--- src/rtl/fft_pkg.sv ---
// Shared definitions for the radix-2 DIT FFT stage sequencer: state
// encodings, default sizes and constant helpers used for counter sizing.
package fft_pkg;

  typedef enum logic [1:0] {
    ST_IDLE  = 2'd0,
    ST_RUN   = 2'd1,
    ST_FLUSH = 2'd2,
    ST_DONE  = 2'd3
  } fft_state_e;

  // Default transform size and its butterfly count per stage.
  localparam int FFT_N_LOG2_DEF = 4;
  localparam int FFT_HALF_N_DEF = 1 << (FFT_N_LOG2_DEF - 1);

  // Ceiling log2 for sizing counters from elaboration-time constants.
  function automatic int fft_clog2(input int value);
    int r;
    r = 0;
    while ((1 << r) < value) begin
      r = r + 1;
    end
    return r;
  endfunction

  // Number of butterflies per stage (N/2) for a given log2 length.
  function automatic int fft_half_n(input int n_log2);
    return 1 << (n_log2 - 1);
  endfunction

endpackage

--- src/rtl/ring_shift_register.sv ---
// Rotating shift register with a configurable reset value. Rotates one
// position per enabled clock, left (towards the MSB) or right.
module ring_shift_register #(
  parameter int BITNESS     = 4,
  parameter bit shLeft      = 1'b1,
  parameter int RESET_VALUE = 1,
  parameter bit synch_RESET = 1'b0
) (
  input  logic               CLK,
  input  logic               RST,
  input  logic               EN,
  output logic [BITNESS-1:0] OUT
);

  localparam logic [BITNESS-1:0] RV = BITNESS'(RESET_VALUE);

  logic [BITNESS-1:0] ring_d;
  logic [BITNESS-1:0] ring_q;

  // Next ring value: rotate by one when enabled, otherwise hold.
  always_comb begin
    ring_d = ring_q;
    if (EN) begin
      if (shLeft) begin
        ring_d = {ring_q[BITNESS-2:0], ring_q[BITNESS-1]};
      end else begin
        ring_d = {ring_q[0], ring_q[BITNESS-1:1]};
      end
    end else begin
      ring_d = ring_q;
    end
  end

  generate
    if (synch_RESET) begin : g_sync_rst
      // Ring register with synchronous reset.
      always_ff @(posedge CLK) begin
        if (RST) begin
          ring_q <= RV;
        end else begin
          ring_q <= ring_d;
        end
      end
    end else begin : g_async_rst
      // Ring register with asynchronous reset.
      always_ff @(posedge CLK or posedge RST) begin
        if (RST) begin
          ring_q <= RV;
        end else begin
          ring_q <= ring_d;
        end
      end
    end
  endgenerate

  assign OUT = ring_q;

endmodule

--- src/rtl/fft_stage_sequencer.sv ---
// Issue sequencer for an iterative radix-2 DIT FFT. Walks N_LOG2 stages of
// N/2 butterflies, one issue per cycle, with a PIPE_LAT-cycle flush gap after
// each stage so in-place writes land before the next stage reads.
// Optional feature macro: FFT_SEQ_INVERSE_EN (adds INVERSE / o_TW_CONJ).
// All outputs are registered; the address/twiddle registers are loaded from
// the next-state counters so they line up with the state they describe.
module fft_stage_sequencer
  import fft_pkg::*;
#(
  parameter int N_LOG2   = 4,
  parameter int PIPE_LAT = 3
) (
  input  logic              CLK,
  input  logic              nRST,
  input  logic              START,
  input  logic              STALL,
`ifdef FFT_SEQ_INVERSE_EN
  input  logic              INVERSE,
  output logic              o_TW_CONJ,
`endif
  output logic              o_BUSY,
  output logic              o_VALID,
  output logic [N_LOG2-1:0] o_ADDR_A,
  output logic [N_LOG2-1:0] o_ADDR_B,
  output logic [N_LOG2-2:0] o_TW_IDX,
  output logic [N_LOG2-1:0] o_STAGE_OH,
  output logic              o_DONE
);

  localparam int HALF_N = fft_half_n(N_LOG2);
  localparam int KW     = N_LOG2 - 1;
  localparam int SW     = (N_LOG2 <= 2) ? 1 : fft_clog2(N_LOG2);
  localparam int FW     = (PIPE_LAT <= 2) ? 1 : fft_clog2(PIPE_LAT);

  localparam logic [KW-1:0]     LAST_K = KW'(HALF_N - 1);
  localparam logic [SW-1:0]     LAST_S = SW'(N_LOG2 - 1);
  localparam logic [FW-1:0]     LAST_F = FW'(PIPE_LAT - 1);
  localparam logic [N_LOG2-1:0] ONE_N  = N_LOG2'(1);

  fft_state_e  state_d, state_q;
  logic [SW-1:0] s_d, s_q;
  logic [KW-1:0] k_d, k_q;
  logic [FW-1:0] flush_d, flush_q;
  logic          adv_s;

  logic [N_LOG2-1:0] span_s, pos_s, grp_s, tw_full_s;
  logic [N_LOG2-1:0] addr_a_d, addr_b_d;
  logic [N_LOG2-2:0] tw_d;

  logic              busy_q, valid_q, done_q;
  logic [N_LOG2-1:0] addr_a_q, addr_b_q;
  logic [N_LOG2-2:0] tw_q;

`ifdef FFT_SEQ_INVERSE_EN
  logic inv_d, inv_q, conj_q;
`endif

  // Control path: state transitions, butterfly/stage/flush counters and the
  // stage-advance strobe that also rotates the one-hot stage register.
  always_comb begin
    state_d = state_q;
    s_d     = s_q;
    k_d     = k_q;
    flush_d = flush_q;
    adv_s   = 1'b0;
`ifdef FFT_SEQ_INVERSE_EN
    inv_d   = inv_q;
`endif
    case (state_q)
      ST_IDLE: begin
        if (START) begin
          state_d = ST_RUN;
          s_d     = '0;
          k_d     = '0;
          flush_d = '0;
`ifdef FFT_SEQ_INVERSE_EN
          inv_d   = INVERSE;
`endif
        end else begin
          state_d = ST_IDLE;
        end
      end
      ST_RUN: begin
        if (!STALL) begin
          if (k_q == LAST_K) begin
            k_d = '0;
            if (PIPE_LAT == 0) begin
              adv_s = 1'b1;
            end else begin
              state_d = ST_FLUSH;
              flush_d = '0;
            end
          end else begin
            k_d = k_q + KW'(1);
          end
        end else begin
          k_d = k_q;
        end
      end
      ST_FLUSH: begin
        if (flush_q == LAST_F) begin
          flush_d = '0;
          adv_s   = 1'b1;
        end else begin
          flush_d = flush_q + FW'(1);
        end
      end
      ST_DONE: begin
        state_d = ST_IDLE;
      end
      default: begin
        state_d = ST_IDLE;
      end
    endcase

    if (adv_s) begin
      if (s_q == LAST_S) begin
        s_d     = '0;
        state_d = ST_DONE;
      end else begin
        s_d     = s_q + SW'(1);
        state_d = ST_RUN;
      end
    end else begin
      s_d = s_d;
    end
  end

  // Butterfly address and twiddle index for the upcoming cycle, zero when the
  // upcoming cycle is not an issue.
  always_comb begin
    span_s    = ONE_N << s_d;
    pos_s     = {1'b0, k_d} & (span_s - ONE_N);
    grp_s     = {1'b0, k_d} >> s_d;
    tw_full_s = pos_s << (N_LOG2 - 1 - int'(s_d));
    if (state_d == ST_RUN) begin
      addr_a_d = (grp_s << (int'(s_d) + 1)) | pos_s;
      addr_b_d = addr_a_d + span_s;
      tw_d     = tw_full_s[N_LOG2-2:0];
    end else begin
      addr_a_d = '0;
      addr_b_d = '0;
      tw_d     = '0;
    end
  end

  // State, counters and registered outputs.
  always_ff @(posedge CLK or negedge nRST) begin
    if (!nRST) begin
      state_q  <= ST_IDLE;
      s_q      <= '0;
      k_q      <= '0;
      flush_q  <= '0;
      busy_q   <= 1'b0;
      valid_q  <= 1'b0;
      done_q   <= 1'b0;
      addr_a_q <= '0;
      addr_b_q <= '0;
      tw_q     <= '0;
`ifdef FFT_SEQ_INVERSE_EN
      inv_q    <= 1'b0;
      conj_q   <= 1'b0;
`endif
    end else begin
      state_q  <= state_d;
      s_q      <= s_d;
      k_q      <= k_d;
      flush_q  <= flush_d;
      busy_q   <= (state_d != ST_IDLE);
      valid_q  <= (state_d == ST_RUN);
      done_q   <= (state_d == ST_DONE);
      addr_a_q <= addr_a_d;
      addr_b_q <= addr_b_d;
      tw_q     <= tw_d;
`ifdef FFT_SEQ_INVERSE_EN
      inv_q    <= inv_d;
      conj_q   <= inv_d & (state_d == ST_RUN);
`endif
    end
  end

  // One-hot stage select, rotated on every stage advance (wraps to bit 0
  // when the last stage completes).
  ring_shift_register #(
    .BITNESS    (N_LOG2),
    .shLeft     (1'b1),
    .RESET_VALUE(1),
    .synch_RESET(1'b0)
  ) u_stage_ring (
    .CLK(CLK),
    .RST(~nRST),
    .EN (adv_s),
    .OUT(o_STAGE_OH)
  );

  assign o_BUSY   = busy_q;
  assign o_VALID  = valid_q;
  assign o_ADDR_A = addr_a_q;
  assign o_ADDR_B = addr_b_q;
  assign o_TW_IDX = tw_q;
  assign o_DONE   = done_q;
`ifdef FFT_SEQ_INVERSE_EN
  assign o_TW_CONJ = conj_q;
`endif

endmodule

--- config.mk ---
export PLATFORM = sky130hd
export DESIGN_NAME = fft_stage_sequencer
export DESIGN_NICKNAME = d
export VERILOG_FILES = /design/src/rtl/fft_pkg.sv /design/src/rtl/ring_shift_register.sv /design/src/rtl/fft_stage_sequencer.sv
export SDC_FILE = /design/constraint.sdc
export NUM_CORES = 1
export LEC_CHECK = 0
export ABC_AREA = 1
export CORE_UTILIZATION = 36
export CTS_CLUSTER_SIZE = 12
export DETAILED_ROUTE_END_ITERATION = 8
export MAX_ROUTING_LAYER = met4
export PLACE_DENSITY = 0.59
export SLEW_MARGIN = 5
export SYNTH_ARGS = -nofsm -noshare
export SYNTH_HDL_FRONTEND = slang
export SYNTH_SLANG_ARGS = --single-unit
--- constraint.sdc ---
create_clock -name CLK -period 6.2 [get_ports CLK]
set_input_delay 0.93 -clock CLK [delete_from_list [all_inputs] [get_ports CLK]]
set_output_delay 0.93 -clock CLK [all_outputs]
set_load 0.01 [all_outputs]
== Yosys cells after proc, flatten, opt, wreduce, memory -nomap -nowiden ==
Cells that the tools add are included.

* Flip-flop bits (word level): 27
* Input bits: 4

* Add/sub/neg operators: 7
* Equality and inequality tests: 11
* Shift operators: 4
* Multiplexer cells: 24
* Bitwise operators: 2
* Reductions and logical operators: 4

{| class="wikitable"
|+ Operators with widths
! cell !! number
|-
| << shifter 4 x 32 -> 3 bit || 1
|-
| 2-to-1 mux 2 bit || 12
|-
| 2-to-1 mux 3 bit || 4
|-
| case mux 2 bit (3 select lines) || 2
|-
| == test 2 bit, second input constant || 5
|-
| 2-to-1 mux 4 bit || 2
|-
| != test 2 bit, second input constant || 3
|-
| case mux 3 bit (2 select lines) || 1
|-
| adder 2 x 1 -> 2 bit, second input constant || 2
|-
| adder 4 bit || 1
|-
| bitwise AND 3 x 4 -> 4 bit || 1
|-
| == test 2 x 1 -> 1 bit, second input constant || 2
|-
| OR 4 bit || 1
|-
| AND reduction 4 bit || 1
|-
| << shifter 1 x 2 -> 4 bit, first input constant || 1
|-
| << shifter 4 x 3 -> 4 bit || 1
|-
| right shift 3 x 2 -> 4 bit || 1
|-
| subtractor 4 x 1 -> 4 bit, second input constant || 1
|-
| adder 2 x 1 -> 3 bit, second input constant || 1
|-
| adder 3 x 1 -> 3 bit, second input constant || 1
|-
| == test 3 bit, second input constant || 1
|-
| 2-to-1 mux 1 bit || 3
|-
| nonzero test 3 bit || 1
|-
| subtractor 2 x 2 -> 3 bit, first input constant || 1
|-
| 2 further kinds || 2
|}

== Longest topological paths before layout ==
* Depth after elaboration: 10
* Mapped depth: 20
* Depth with buffers taken out: 20

== Hierarchy ==
A second synthesis with hierarchy kept.

* Cell total of the unflattened synthesis: 171
* Area total of the unflattened synthesis: 1497.7 µm²

{| class="wikitable"
|+ Modules (own cells, without submodules)
! module !! instances !! cells an instance !! area each (µm²) !! seq. area each (µm²)
|-
| fft_stage_sequencer || 1 || 153 || 1343.8 || 575.6
|-
| ring_shift_register || 1 || 18 || 153.9 || 101.3
|}

== Worst setup path after synthesis ==
OpenSTA, ideal clock, no wires.

* Path type: input -> register
* From: input port START
* To: register addr_b_q[2] (netlist: o_ADDR_B[2])
* Setup time: 0.122 ns
* Data arrival time: 2.832 ns
* Data required time: 6.078 ns
* Path slack: 3.246 ns
* Cell stages on the path: 14
* Cells stage by stage: nand3_1 > nand2_2 > nand2_4 > nand2_8 > inv_4 > ha_1 > or2_2 > a21oi_2 > inv_1 > nand2_1 > inv_2 > fa_1 > xor2_1 > nor2_1

* Word-level cells in the longest chain between the ends: 9
* Elaborated cells on any way between the ends: 18

{| class="wikitable"
|+ Ends and longest elaborated chain
! item !! RTL line !! text
|-
| start: declaration || fft_stage_sequencer.sv:15 || <nowiki>input logic START,</nowiki>
|-
| 2-to-1 mux 2 bit * || fft_stage_sequencer.sv:71 || <nowiki>if (START) begin</nowiki>
|-
| 2-to-1 mux 2 bit * || fft_stage_sequencer.sv:69 || <nowiki>case (state_q)</nowiki>
|-
| 2-to-1 mux 2 bit * || fft_stage_sequencer.sv:116 || <nowiki>if (adv_s) begin</nowiki>
|-
| via s_d[0] || fft_stage_sequencer.sv:41 || <nowiki>logic [SW-1:0] s_d, s_q;</nowiki>
|-
| << shifter 1 x 2 -> 4 bit || fft_stage_sequencer.sv:132 || <nowiki>span_s = ONE_N << s_d;</nowiki>
|-
| subtractor 4 x 1 -> 4 bit || fft_stage_sequencer.sv:133 || <nowiki>pos_s = {1'b0, k_d} & (span_s - ONE_N);</nowiki>
|-
| bitwise AND 3 x 4 -> 4 bit || fft_stage_sequencer.sv:133 ||
|-
| OR 4 bit || fft_stage_sequencer.sv:137 || <nowiki>addr_a_d = (grp_s << (int'(s_d) + 1)) | pos_s;</nowiki>
|-
| adder 4 bit * || fft_stage_sequencer.sv:138 || <nowiki>addr_b_d = addr_a_d + span_s;</nowiki>
|-
| 2-to-1 mux 4 bit * || fft_stage_sequencer.sv:136 || <nowiki>if (state_d == ST_RUN) begin</nowiki>
|-
| via addr_b_d[2] || fft_stage_sequencer.sv:47 || <nowiki>logic [N_LOG2-1:0] addr_a_d, addr_b_d;</nowiki>
|-
| end signal: assignment || fft_stage_sequencer.sv:173 || <nowiki>addr_b_q <= addr_b_d;</nowiki>
|-
| end: declaration || fft_stage_sequencer.sv:51 || <nowiki>logic [N_LOG2-1:0] addr_a_q, addr_b_q;</nowiki>
|}

The timed path passes the listed nets; every way through them passes the cells marked *.
A chain may end at the register's enable or synchronous reset.

== Final worst setup path ==
Same ends and word-level chain as after synthesis.

==> run metrics <==
Post-Synth Adder-Cell Area=0.104; Detail Route Antenna Nets=0; TritonCTS Buffers=3; io pins=22; # DRC=0; Slew HR=0.772; Mapped Area=roughly 1500 um^2; power per cell area=~470 nW/um^2; data required time at the worst endpoint=6.41 ns; TritonCTS clock tree=built; Cell Int Power=slightly below 500 uW; IO buf count=21; hold buffers post-CTS=0; setup violators final=0; Final min period=between 3 and 4 ns; initial antenna violation count=0; total chip power=858 uW; clock tree sinks=27; Lkg Pwr=0.922 nW; Tightest Pin Transition=0.342 ns; DRT Pass-1 Iters=4; final slew viol count=0; Syn-to-layout area delta=21.5%; Final Wtd Congestion=around 0.96; DR WL/cell=roughly 12 um; number of synthesized register bits=27; CTS Root Cell=clkbuf_8; Crit. End Element=flop; Starting Density=0.376; Logic pwr share=0.570; Worst Skew=about 0.0056 ns; Vias=1131; vias in the first global route=approximately 1100; Routed WL=2850 um; Synth Instances=159; Hold WC Path Type=flop to flop; Syn Area/Cell=9.54 um^2; die height=about 67 um; Clk pin slew, worst setup/hold paths=about 0.1 ns; post-cts resize count=0; pin count of the biggest net entering global routing=28; worst-path cell chain=clkdlybuf4s50_1 -> nand3_1 -> nand2_2 -> nand2_4 -> nand2_8 -> inv_4 -> ha_1 -> or2_2 -> a21oi_2 -> inv_1 -> nand2_1 -> inv_2 -> fa_1 -> xor2_1 -> nor2_1; startpoint types=input pin; library cells used by synthesis=33; sum of negative setup slack=0 ns; fraction of power spent switching nets=0.438; fin cells=between 200 and 250; Worst VDD drop=0.000161 V; Nets=202; final hold vios=0; Post-Synth Simple-Gate Area=0.252; switching power=376 uW; number of instances in the placed design=approximately 230; total setup buffers inserted after CTS=0; largest family of logic cells by synthesized area=simple AND/OR/NAND/NOR gates; global-route wire length before repair=~4900 um; Total Die Area=around 4500 um^2; Worst Setup Path Type=input pin to flop; clk_lat worst skew=0.27 ns; status=completed; most frequent cells in the layout=26 x dfrtp_1, 21 x inv_1, 21 x nand2_1, 21 x clkdlybuf4s50_1, 12 x nor2_1; register area share after synthesis=0.446; mux cell area share after synthesis=0.0149; fmax=approximately 0.30 GHz; worst-case clock buffer depth=2; XOR/XNOR Fraction of Synth Area=0.00578; cell row count=23; gr usage total=0.151; Max FO, Critical Path=9; RSZ-0062 raised after global routing=false; Synth Area in Compound Gates=0.101; worst path arrival time=between 3 and 4 ns; Slowest-stage cell, CP=clkdlybuf4s50_1; DP Wirelength=between 2000 and 2500 um; Max Cap Violations=0; H-tree Lvls=1; final period utilization=0.541; Flop pwr share=0.310; clock power share=0.120; Net Count, Synth=175; initial DRC count=68; Core ar.=about 4000 um^2; slowest stage delay, CP=about 0.51 ns; ant diodes=0; chip width=~67 um; Synth Warn #=0; total gr overflow=0; most common cell after layout, fill and taps aside=dfrtp_1; layout cell share with drive strength beyond 1=0.238; DR vias/cell=about 4.8
-- sequential cells by signal (all words and copies together) (netlist names), 2 cells and up --
signal            count
o_ADDR_A              4
o_ADDR_B              4
flush_q               2
s_q                   2
o_TW_IDX              3
u_stage_ring.OUT      4
k_q                   3
state_q               2
-- area by class of cell --
| class | instances | area, um^2 |
|---|---|---|
| Sequential cell | 27 | 677 |
| Tap cell | 50 | 62.6 |
| Clock inverter | 1 | 5.00 |
| Fill cell | 384 | 2190 |
| Inverter | 30 | 115 |
| Clock buffer | 3 | 41.3 |
| Timing Repair Buffer | 22 | 218 |
| Multi-Input combinational cell | 102 | 724 |
-- logic make-up after synthesis --
| kind of cell | count (synthesis) |
|---|---|
| simple gates | 65 |
| buf+inv | 30 |
| flops | 27 |
| compound gates | 22 |
| fa+ha+maj | 12 |
| mux | 2 |
| xor+xnor | 1 |
-- metal layers --
metal / wire [um] / track usage / up-vias
li1: - / - / 565
met3: 132 / 0.0308 / 2
met2: 1400 / 0.241 / 26
met1: 1300 / 0.186 / 538
met5: 0 / - / -
met4: 17 / 0.0585 / 0
-- synth_stat cells --
| library cell | number | area share |
|---|---|---|
| nor3_2 | 1 | 0.0066 |
| dfrtp_1 | 26 | 0.43 |
| o211ai_1 | 2 | 0.0099 |
| a21oi_2 | 1 | 0.0058 |
| dfstp_2 | 1 | 0.017 |
| a31oi_1 | 4 | 0.016 |
| nand3_2 | 3 | 0.020 |
| fa_1 | 1 | 0.013 |
| nor2_4 | 1 | 0.0074 |
| xor2_1 | 1 | 0.0058 |
| nand4_4 | 1 | 0.014 |
| o21ai_1 | 1 | 0.0033 |
| inv_2 | 8 | 0.020 |
| nand4_1 | 2 | 0.0082 |
| or2_2 | 1 | 0.0041 |
| nand2_1 | 21 | 0.052 |
| nand2_4 | 4 | 0.030 |
| a211oi_2 | 2 | 0.016 |
| o21ai_0 | 1 | 0.0033 |
| o21a_1 | 1 | 0.0050 |
| mux2_2 | 2 | 0.015 |
| o41ai_1 | 1 | 0.0058 |
| nand2_2 | 6 | 0.025 |
| inv_1 | 21 | 0.052 |
| nor2_2 | 4 | 0.016 |
| ha_1 | 11 | 0.091 |
| nor3_1 | 2 | 0.0066 |
| o21ai_2 | 2 | 0.012 |
| nand3_1 | 6 | 0.020 |
| inv_4 | 1 | 0.0041 |
| nor2_1 | 12 | 0.030 |
| nand2_8 | 1 | 0.013 |
| a21oi_1 | 7 | 0.023 |
-- power by group through the flow --
stage               clock (mW)  sequential, mW  combinational, mW
floorplan                    0           0.283              0.337
detailed placement           0           0.269              0.494
CTS                      0.105           0.266              0.497
global placement             0           0.268              0.485
global route             0.114           0.271              0.556
finish                   0.103           0.266              0.489
-- worst max-delay path, delay by kind of cell --
kind                       cells  cell delay, ns
buffers and inverters          4            0.72
xor gates and xnor gates       1            0.17
adders and majority gates      2            0.64
and+or+nand+nor                7            0.95
AOI/OAI and AO/OA              1            0.15
-- metrics by stage --
stage / hold WS [ns] / utilization / cell area (um^2) / setup WS, ns
4_1_cts: 0.480 / 0.457 / 1840 / 2.85
3_5_place_dp: 0.465 / 0.446 / 1800 / 2.57
2_1_floorplan: 0.432 / - / 1520 / 3.25
3_3_place_gp: 0.454 / 0.446 / 1800 / 2.61
6_report: 0.479 / 0.457 / 1840 / 2.85
5_1_grt: 0.484 / 0.457 / 1840 / 2.65
-- worst paths after layout --
path,start,end,slack (ns),cells after the start
worst max-delay path,START,o_ADDR_B[2],2.85,15
worst min-delay path,flush_q[1],flush_q[0],0.48,1
worst max register to register,s_q[0],o_ADDR_B[3],3.38,15
worst min register to register,flush_q[1],flush_q[0],0.48,1
max in group asynchronous,nRST,u_stage_ring.OUT[0],4.87,2
min in group asynchronous,nRST,flush_q[0],1.02,2
No activity file was read; power rests on OpenSTA's default activity.
